### config.mk
export PLATFORM = sky130hd
export DESIGN_NAME = spi_log_framer
export DESIGN_NICKNAME = d
export VERILOG_FILES = /design/src/rtl/spi_log_pkg.sv /design/src/rtl/spi_log_fifo.sv /design/src/rtl/spi_log_framer.sv
export SDC_FILE = /design/constraint.sdc
export NUM_CORES = 1
export LEC_CHECK = 0
export CORE_ASPECT_RATIO = 0.5
export CORE_MARGIN = 4
export CORE_UTILIZATION = 50
export CTS_CLUSTER_SIZE = 8
export DETAILED_ROUTE_END_ITERATION = 6
export PLACE_DENSITY = 0.74
export REMOVE_ABC_BUFFERS = 1
export SYNTH_ARGS = -nofsm -noshare
export SYNTH_HDL_FRONTEND = slang
export SYNTH_SLANG_ARGS = --single-unit
### constraint.sdc
create_clock -name clk -period 8.77 [get_ports clk]
set_input_delay 1.3155 -clock clk [delete_from_list [all_inputs] [get_ports clk]]
set_output_delay 1.3155 -clock clk [all_outputs]
set_load 0.01 [all_outputs]
### src/rtl/spi_log_pkg.sv
`default_nettype none
// ============================================================================
// spi_log_pkg : record layout, sizes and FSM encodings for spi_log_framer.
// Layout depends on SPI_LOG_TS_EN.                                   Rev 1.0
// ============================================================================
package spi_log_pkg;

`ifdef SPI_LOG_TS_EN
   localparam int REC_BYTES  = 9;
   localparam int IDX_SYNC   = 0;
   localparam int IDX_TS_HI  = 1;
   localparam int IDX_TS_LO  = 2;
   localparam int IDX_CMD    = 3;
   localparam int IDX_A2     = 4;
   localparam int IDX_A1     = 5;
   localparam int IDX_A0     = 6;
   localparam int IDX_LEN_HI = 7;
   localparam int IDX_LEN_LO = 8;
`else
   localparam int REC_BYTES  = 7;
   localparam int IDX_SYNC   = 0;
   localparam int IDX_CMD    = 1;
   localparam int IDX_A2     = 2;
   localparam int IDX_A1     = 3;
   localparam int IDX_A0     = 4;
   localparam int IDX_LEN_HI = 5;
   localparam int IDX_LEN_LO = 6;
`endif

   localparam int REC_W = REC_BYTES * 8;

   localparam logic [1:0] CAP_IDLE = 2'd0;
   localparam logic [1:0] CAP_ADDR = 2'd1;
   localparam logic [1:0] CAP_DATA = 2'd2;

   localparam logic [0:0] SER_IDLE = 1'b0;
   localparam logic [0:0] SER_SEND = 1'b1;

   // Byte 0 of a record occupies the most significant byte of the word.
   function automatic logic [REC_W-1:0] put_byte(input logic [REC_W-1:0] rec,
                                                 input int idx,
                                                 input logic [7:0] b);
      logic [REC_W-1:0] r;
      r = rec;
      r[REC_W-1-8*idx -: 8] = b;
      return r;
   endfunction

endpackage
`default_nettype wire

### src/rtl/spi_log_fifo.sv
`default_nettype none
// ============================================================================
// spi_log_fifo : single-clock record FIFO; push-to-full and pop-of-empty
// are ignored.                                                        Rev 1.0
// ============================================================================
module spi_log_fifo #(
   parameter int WIDTH = 56,
   parameter int DEPTH = 16
) (
   input  logic             clk,
   input  logic             rst_n,
   input  logic             push,
   input  logic [WIDTH-1:0] wdata,
   input  logic             pop,
   output logic [WIDTH-1:0] rdata,
   output logic             full,
   output logic             empty
);
   localparam int AW = $clog2(DEPTH);

   logic [WIDTH-1:0] mem [DEPTH];
   logic [AW:0]      wr_ptr;
   logic [AW:0]      rd_ptr;

   // Extra pointer bit distinguishes full from empty when the indices match.
   assign empty = (wr_ptr == rd_ptr);
   assign full  = (wr_ptr[AW] != rd_ptr[AW]) && (wr_ptr[AW-1:0] == rd_ptr[AW-1:0]);
   assign rdata = mem[rd_ptr[AW-1:0]];

   always_ff @(posedge clk) begin
      if (!rst_n) begin
         wr_ptr <= '0;
         rd_ptr <= '0;
      end else begin
         if (push && !full)
            wr_ptr <= wr_ptr + (AW+1)'(1);
         if (pop && !empty)
            rd_ptr <= rd_ptr + (AW+1)'(1);
      end
   end

   always_ff @(posedge clk) begin
      if (push && !full)
         mem[wr_ptr[AW-1:0]] <= wdata;
   end

endmodule
`default_nettype wire

### src/rtl/spi_log_framer.sv
`default_nettype none
// ============================================================================
// spi_log_framer : SPI byte events -> buffered transaction records -> UART.
// Optional timestamp field via SPI_LOG_TS_EN.                         Rev 1.0
// ============================================================================
module spi_log_framer
   import spi_log_pkg::*;
#(
   parameter int         DEPTH     = 16,
   parameter logic [7:0] SYNC_BYTE = 8'hA5,
   parameter int         TS_SHIFT  = 10
) (
   input  logic        clk,
   input  logic        rst_n,
   input  logic        log_en,
   input  logic        spi_rx_strobe,
   input  logic        spi_rx_cmd,
   input  logic [7:0]  spi_rx_data,
   input  logic        spi_cs_n,
   output logic [7:0]  uart_txd,
   output logic        uart_txd_strobe,
   input  logic        uart_txd_ready,
   output logic [15:0] drop_count,
   output logic        busy
);
   localparam logic [3:0] LAST_BYTE = 4'(REC_BYTES - 1);

   if (DEPTH < 2 || (DEPTH & (DEPTH - 1)) != 0 || TS_SHIFT < 0) begin : g_param_check
      $error("spi_log_framer: DEPTH must be a power of 2 >= 2, TS_SHIFT >= 0");
   end

   logic [1:0]       cap_state;
   logic [7:0]       cmd;
   logic [23:0]      addr;
   logic [15:0]      len;
   logic [1:0]       addr_cnt;
   logic             cmd_strobe, data_strobe, in_rec, close_rec, push_req;
   logic             fifo_full, fifo_empty, pop;
   logic [REC_W-1:0] rec_in, fifo_head;
   logic [0:0]       ser_state;
   logic [REC_W-1:0] shreg;
   logic [3:0]       byte_idx;
   logic             strobe_q;

   assign cmd_strobe  = spi_rx_strobe & spi_rx_cmd;
   assign data_strobe = spi_rx_strobe & ~spi_rx_cmd;
   assign in_rec      = (cap_state != CAP_IDLE);
   assign close_rec   = in_rec & log_en & (spi_cs_n | cmd_strobe);
   assign push_req    = close_rec & ~((cmd == 8'h00) && (addr == 24'h000000));

`ifdef SPI_LOG_TS_EN
   logic [TS_SHIFT+15:0] ts_cnt;
   logic [15:0]          ts;

   always_ff @(posedge clk) begin
      if (!rst_n) begin
         ts_cnt <= '0;
         ts     <= '0;
      end else begin
         ts_cnt <= ts_cnt + (TS_SHIFT+16)'(1);
         if (log_en && cmd_strobe)
            ts <= ts_cnt[TS_SHIFT+15:TS_SHIFT];
      end
   end
`endif

   always_comb begin
      rec_in = '0;
      rec_in = put_byte(rec_in, IDX_SYNC, SYNC_BYTE);
`ifdef SPI_LOG_TS_EN
      rec_in = put_byte(rec_in, IDX_TS_HI, ts[15:8]);
      rec_in = put_byte(rec_in, IDX_TS_LO, ts[7:0]);
`endif
      rec_in = put_byte(rec_in, IDX_CMD, cmd);
      rec_in = put_byte(rec_in, IDX_A2, addr[23:16]);
      rec_in = put_byte(rec_in, IDX_A1, addr[15:8]);
      rec_in = put_byte(rec_in, IDX_A0, addr[7:0]);
      rec_in = put_byte(rec_in, IDX_LEN_HI, len[15:8]);
      rec_in = put_byte(rec_in, IDX_LEN_LO, len[7:0]);
   end

   // A cmd strobe during a record closes it (via push_req) and opens the next.
   always_ff @(posedge clk) begin
      if (!rst_n) begin
         cap_state <= CAP_IDLE;
         cmd       <= '0;
         addr      <= '0;
         len       <= '0;
         addr_cnt  <= '0;
      end else if (!log_en) begin
         cap_state <= CAP_IDLE;
      end else if (cmd_strobe) begin
         cmd       <= spi_rx_data;
         addr      <= '0;
         len       <= '0;
         addr_cnt  <= '0;
         cap_state <= CAP_ADDR;
      end else if (in_rec && spi_cs_n) begin
         cap_state <= CAP_IDLE;
      end else if (data_strobe) begin
         if (cap_state == CAP_ADDR) begin
            case (addr_cnt)
               2'd0:    addr[23:16] <= spi_rx_data;
               2'd1:    addr[15:8]  <= spi_rx_data;
               default: addr[7:0]   <= spi_rx_data;
            endcase
            addr_cnt <= addr_cnt + 2'd1;
            if (addr_cnt == 2'd2)
               cap_state <= CAP_DATA;
         end else if (cap_state == CAP_DATA && len != 16'hFFFF) begin
            len <= len + 16'd1;
         end
      end
   end

   always_ff @(posedge clk) begin
      if (!rst_n)
         drop_count <= '0;
      else if (push_req && fifo_full && drop_count != 16'hFFFF)
         drop_count <= drop_count + 16'd1;
   end

   spi_log_fifo #(
      .WIDTH (REC_W),
      .DEPTH (DEPTH)
   ) u_fifo (
      .clk   (clk),
      .rst_n (rst_n),
      .push  (push_req),
      .wdata (rec_in),
      .pop   (pop),
      .rdata (fifo_head),
      .full  (fifo_full),
      .empty (fifo_empty)
   );

   // A record is only taken from the FIFO once the UART can accept bytes.
   assign pop             = (ser_state == SER_IDLE) & ~fifo_empty & uart_txd_ready;
   assign uart_txd_strobe = (ser_state == SER_SEND) & uart_txd_ready & ~strobe_q;
   assign uart_txd        = uart_txd_strobe ? shreg[REC_W-1 -: 8] : 8'h00;

   always_ff @(posedge clk) begin
      if (!rst_n) begin
         ser_state <= SER_IDLE;
         shreg     <= '0;
         byte_idx  <= '0;
         strobe_q  <= 1'b0;
      end else begin
         strobe_q <= uart_txd_strobe;
         if (pop) begin
            shreg     <= fifo_head;
            byte_idx  <= '0;
            ser_state <= SER_SEND;
         end else if (uart_txd_strobe) begin
            shreg <= shreg << 8;
            if (byte_idx == LAST_BYTE)
               ser_state <= SER_IDLE;
            else
               byte_idx <= byte_idx + 4'd1;
         end
      end
   end

   assign busy = in_rec | ~fifo_empty | (ser_state != SER_IDLE);

endmodule
`default_nettype wire

After elaboration in Yosys (flattened, before gate mapping). Memory sizes are Yosys's and may differ from the RTL's. A register that Yosys moved wholly into a read port is not among the register bits. Cells that the tools add are included. Widths: inputs -> output; s select.

$add $sub $neg: 6. Eq/ne operators: 13. Mux-type cells: 31. Bitwise logic cells: 20. Reductions and logical operators: 38.

Operators with widths (count): $mux 56 (2); $mux 24 (4); $mux 16 (5); $add 16x1->16 const B (2); $mux 8 (4); $ne 16x16->1 const B (2); $logic_not 24->1 (1); $reduce_and 5->1 (4); $reduce_bool 2->1 (8); $add 5x1->5 const B (2); $mux 1 (10); $and 1x1->1 (9); $reduce_bool 3->1 (3); $logic_and 1x1->1 (8); $logic_not 8->1 (1); $mux 2 (4); $mux 4 (2); $not 1->1 (8); $reduce_and 2->1 (4); $reduce_and 3->1 (2); $eq 5x5->1 (1); $add 4x1->4 const B (1); $eq 2x1->1 const B (2); $eq 2x2->1 const B (2); other kinds (12) (17).

Flip-flop bits (word level): 140. Bits in writable memories: 768. Input port bits: 15. Output and inout port bits: 26. Word-level logic and storage cells: 124. Memories kept: 1.

Memory list: u_fifo.mem (depth 16, width 48, read ports 1, clocked after memory_dff 1, wr ports 1, RTL line spi_log_fifo.sv:21) `logic [WIDTH-1:0] mem [DEPTH];`.

Longest topological paths before layout.
Depth after elaboration: 7. Mapped depth: 9. Depth with buffers taken out: 7.

Hierarchy. A second synthesis with hierarchy kept.

Cell total of the unflattened synthesis: 2021. Area total of the unflattened synthesis: 40353.7 µm².

Modules (own cells, without submodules): spi_log_fifo (instances 1, cells each 1346, area an instance 34500.6 µm², seq. area each 27186.1 µm²); spi_log_framer (instances 1, cells each 675, area an instance 5853.1 µm², seq. area each 2602.5 µm²).

Worst setup path after synthesis. OpenSTA, ideal clock, no wires.

Kind: input to register. From: in spi_rx_strobe. To: reg u_fifo.wr_ptr[4]. Library setup time: 0.355 ns. Arrival time: 7.497 ns. Data required time: 8.415 ns. Path slack: 0.918 ns. Cell stages on the path: 7. Buffers on the path: 2. Cell sequence: buf_2 > nand2_1 > a21oi_1 > o21ai_1 > buf_2 > nor4b_1 > mux2i_1.

Word-level cells in the longest chain between the ends: 5.

Ends and longest elaborated chain: start, declared (RTL line spi_log_framer.sv:16) `input logic spi_rx_strobe,`; $and 1x1->1 (RTL line spi_log_framer.sv:45) `assign cmd_strobe = spi_rx_strobe & spi_rx_cmd;`; $or 1x1->1 (RTL line spi_log_framer.sv:48) `assign close_rec = in_rec & log_en & (spi_cs_n | cmd_strobe);`; $and 1x1->1 (RTL line spi_log_framer.sv:48); $and 1x1->1 (RTL line spi_log_framer.sv:49) `assign push_req = close_rec & ~((cmd == 8'h00) && (addr == 24'h000000));`; $logic_and 1x1->1 (RTL line spi_log_fifo.sv:35) `if (push && !full)`; end signal, assigned (RTL line spi_log_fifo.sv:36) `wr_ptr <= wr_ptr + (AW+1)'(1);`; end, declared (RTL line spi_log_fifo.sv:22) `logic [AW:0] wr_ptr;`.

Every way passes these cells. A chain may end at the register's enable or synchronous reset.

Worst setup path after layout.
From: in uart_txd_ready. To: out uart_txd[0].

Word-level cells in the longest chain between the ends: 3.

Ends and longest elaborated chain: start, declared (RTL line spi_log_framer.sv:22) `input logic uart_txd_ready,`; $and 1x1->1 (2 in series) (RTL line spi_log_framer.sv:139) `assign uart_txd_strobe = (ser_state == SER_SEND) & uart_txd_ready & ~strobe_q;`; $mux 8 (RTL line spi_log_framer.sv:140) `assign uart_txd = uart_txd_strobe ? shreg[REC_W-1 -: 8] : 8'h00;`; end, declared (RTL line spi_log_framer.sv:20) `output logic [7:0] uart_txd,`.

Every way passes these cells.

==> summary.log <==
INFO  placed_design  place_inst=2848
INFO  yosys          synth.largest_area_cell=edfxtp_1
INFO  clocking       clk_latency=680ps
INFO  clocking       tritoncts=built
INFO  worst_setup_path setup.worst_path.start_class=input port
INFO  sta            worst-slew-pin-transition=1110ps
INFO  floorplan      floorplan_row_count=68
INFO  sta            final-hold-violation-count=0
INFO  yosys          synthSimpleGateAreaFrac=0.0560
INFO  yosys          synth_xor_area_frac=0.00299
INFO  routing        ant_nets=0
INFO  global_route   grt_start_max_net_pins=139
INFO  sta            period_needed=5140ps
INFO  routing        number_of_remaining_drc_errors=0
INFO  clocking       ctsHtreeMaxLevel=4
INFO  sta            timing.final.setup_violations=0
INFO  yosys          synth_edf_count=768
INFO  yosys          synth.yosys.warnings=0
INFO  worst_setup_path worst-r2r-cell-count=6
INFO  worst_setup_path critPathArrivalTime=3830ps
INFO  floorplan      chipHeight=195um
INFO  global_route   global_route_wire_length_before_repair=127000um
INFO  worst_setup_path slowest_stage=buf_4
INFO  global_route   globalRouteOverflowTotal=0
INFO  routing        drt_first_pass_iters=6
INFO  yosys          synthesis.area=35100um^2
INFO  clocking       cts_num_sinks=912
INFO  global_route   grt.total_usage=0.226
INFO  power          ir_worst_vdd=0.181mV
INFO  worst_setup_path worstSetupPathType=input port to primary output
INFO  clocking       clk_path_buf_depth=3
INFO  sta            hold-worst-slack=451ps
INFO  yosys          ys_dominant_reg_cell=edfxtp_1
INFO  floorplan      initial_core_util=0.507
INFO  yosys          synth-seq-cells=912
INFO  yosys          synth-compound-area-share=0.0506
INFO  final_layout   final_cells=3085
INFO  yosys          asyncSetResetFlopFracSynth=0
INFO  yosys          combinational_family_with_the_most_area_after_synthesis=multiplexers
INFO  worst_hold_path hold-path-cell-count=2
INFO  clocking       cts.root.buffer_cell=clkbuf_16
INFO  clocking       postCtsSetupBuffers=0
INFO  yosys          synth_seq_area_share=0.739
INFO  sta            min_period_over_period=0.586
INFO  floorplan      ios=41
INFO  final_layout   diodes=0
INFO  floorplan      fp.dieW=383um
INFO  routing        postRouteWirelength=83800um
INFO  yosys          synthMuxAreaShare=0.132
INFO  worst_setup_path critical_path.most_common_cell=clkdlybuf4s50_1
INFO  run_status     status=finished, final reports clean
INFO  final_layout   final_common_cell=edfxtp_1
INFO  worst_setup_path timing.critical_path.slowest_cell_delay=580ps
INFO  routing        detailroute.via_count=19600
INFO  final_layout   most-common-layout-cells=768 x edfxtp_1, 192 x mux4_2, 163 x nand2_1
INFO  worst_setup_path setup.worst_path.end_class=primary output
INFO  placed_design  place.gp.congestion=0.784
INFO  routing        post_drt_via_cell_ratio=6.34
INFO  flow_run       cap_viol_max_count=0
INFO  yosys          postSynthCellCount=1939
INFO  sta            final_max_slew_viol_count=0
INFO  final_layout   share_of_layout_cells_above_drive_strength_1=0.191
INFO  yosys          synth.top_cells.by_area=edfxtp_1 66%, mux4_2 12%, dfxtp_1 8.2%, a22oi_1 2.1%, nand2_1 1.7%
INFO  clocking       total_clock_buffers_created_by_cts=131
INFO  global_route   grt_antenna_before_repair=3
INFO  final_layout   syn_to_final_growth=15.5%
INFO  final_layout   design.final.nets=2063
INFO  sta            clock-skew-final=32.0ps
INFO  sta            grt_setup_unrepaired=no
INFO  power          cellPowerDensity=235nW/um^2
INFO  placed_design  numPortBuffers=40
INFO  floorplan      fp.coreArea=69300um^2
INFO  worst_setup_path worstPathCellList=clkdlybuf4s50_1 > nand3b_1 > inv_2 > buf_4 > and2_1 > clkdlybuf4s50_1
INFO  clocking       post_cts_resize_count=0
INFO  routing        wl_per_cell=27.2um
INFO  final_layout   finalCoreUtilization=0.586
INFO  yosys          synthAdderAreaFrac=0.00427
INFO  routing        first_iter_violations=2262
INFO  global_route   first_global_vias=19700
INFO  sta            worst_slew_margin_rel=0.263
INFO  power          cellLeakagePower=0.0128uW
INFO  worst_setup_path crit_required=7450ps
INFO  yosys          yosysTopAreaCellShare=0.657
INFO  floorplan      die_area=74800um^2
INFO  yosys          postSynthAreaPerCell=18.1um^2
INFO  yosys          synthDistinctLibCells=56
INFO  clocking       cts.clk_slew.worst_paths=50ps
INFO  placed_design  dpl.hpwl=41600um
INFO  clocking       post_cts_hold_buffer_count=0
INFO  worst_hold_path worst_hold_path_class=flop to flop
INFO  sta            achievable-frequency=194MHz
INFO  worst_setup_path crit_fanout=36
critical path, delay by kind of cell:
kind	cells	cell delay (ps)
and+or+nand+nor	2	390
buffers and inverters	4	2090
final timing paths:
check / slack [ps] / startpoint / endpoint
max reg2reg: 5080 / cmd[5]$_SDFFE_PN0P_ / u_fifo.mem[8][6]$_DFFE_PP_
max: 3630 / uart_txd_ready / uart_txd[0]
min: 450 / shreg[51]$_SDFFE_PN0P_ / shreg[51]$_SDFFE_PN0P_
min reg2reg: 450 / shreg[51]$_SDFFE_PN0P_ / shreg[51]$_SDFFE_PN0P_
routing by layer:
metal / vias to the layer above / wire [um] / track usage
li1: 8115 / - / -
met1: 10000 / 33500 / 0.327
met2: 1256 / 38600 / 0.340
met3: 162 / 9340 / 0.0543
met4: 0 / 2410 / 0.0785
met5: - / 0 / 0
registers in the layout (all words and copies together), names as in the netlist, named ones only:
name           count
u_fifo.rd_ptr      5
cap_state          2
strobe_q           1
cmd                8
drop_count        16
addr              24
addr_cnt           2
u_fifo.mem       768
len               16
byte_idx           4
ser_state          1
shreg             56
u_fifo.wr_ptr      5
cells in the mapped netlist (13+ instances only):
master and count:
a21oi_1 47, a22oi_1 96, a311oi_1 40, and2_1 18, and3_1 44, buf_2 29
clkbuf_1 81, dfxtp_1 144, edfxtp_1 768, inv_1 13, mux2i_1 31, mux4_2 192
nand2_1 163, nand2b_1 14, nand3_1 33, nand4_1 16, nor2_1 55, o21ai_0 18
o31ai_1 13
cell families after synthesis:
| logic type | Yosys count |
|---|---|
| buf+inv | 127 |
| compound gates | 250 |
| fa+ha+maj | 12 |
| mux | 224 |
| flops | 912 |
| simple gates | 402 |
| xor+xnor | 12 |
metrics by stage:
step | setup WS (ps) | setup TNS [ps] | cell area (um^2) | total power [uW]
after floorplan | -511 | -23420 | 34600 | 4860
after global placement | 3520 | 0 | 36700 | 4900
after detailed placement | 3410 | 0 | 36700 | 4910
after CTS | 3660 | 0 | 40600 | 9570
after global routing | 3550 | 0 | 40600 | 9810
final | 3630 | 0 | 40600 | 9520
cell type report:
class / count / area [um^2]
Sequential cell: 912 / 26000
Inverter: 14 / 55.1
Tap cell: 945 / 1180
Clock inverter: 14 / 226
Multi-Input combinational cell: 900 / 8790
Timing Repair Buffer: 77 / 703
Clock buffer: 223 / 3640
Fill cell: 4914 / 28700
power by group:
| part | switching [uW] | internal (uW) | total (uW) |
|---|---|---|---|
| Clock | 1850 | 2840 | 4690 |
| Combinational | 81.4 | 51.8 | 133 |
| Sequential | 24.3 | 4670 | 4690 |
Power figures use the tool's default switching activity.
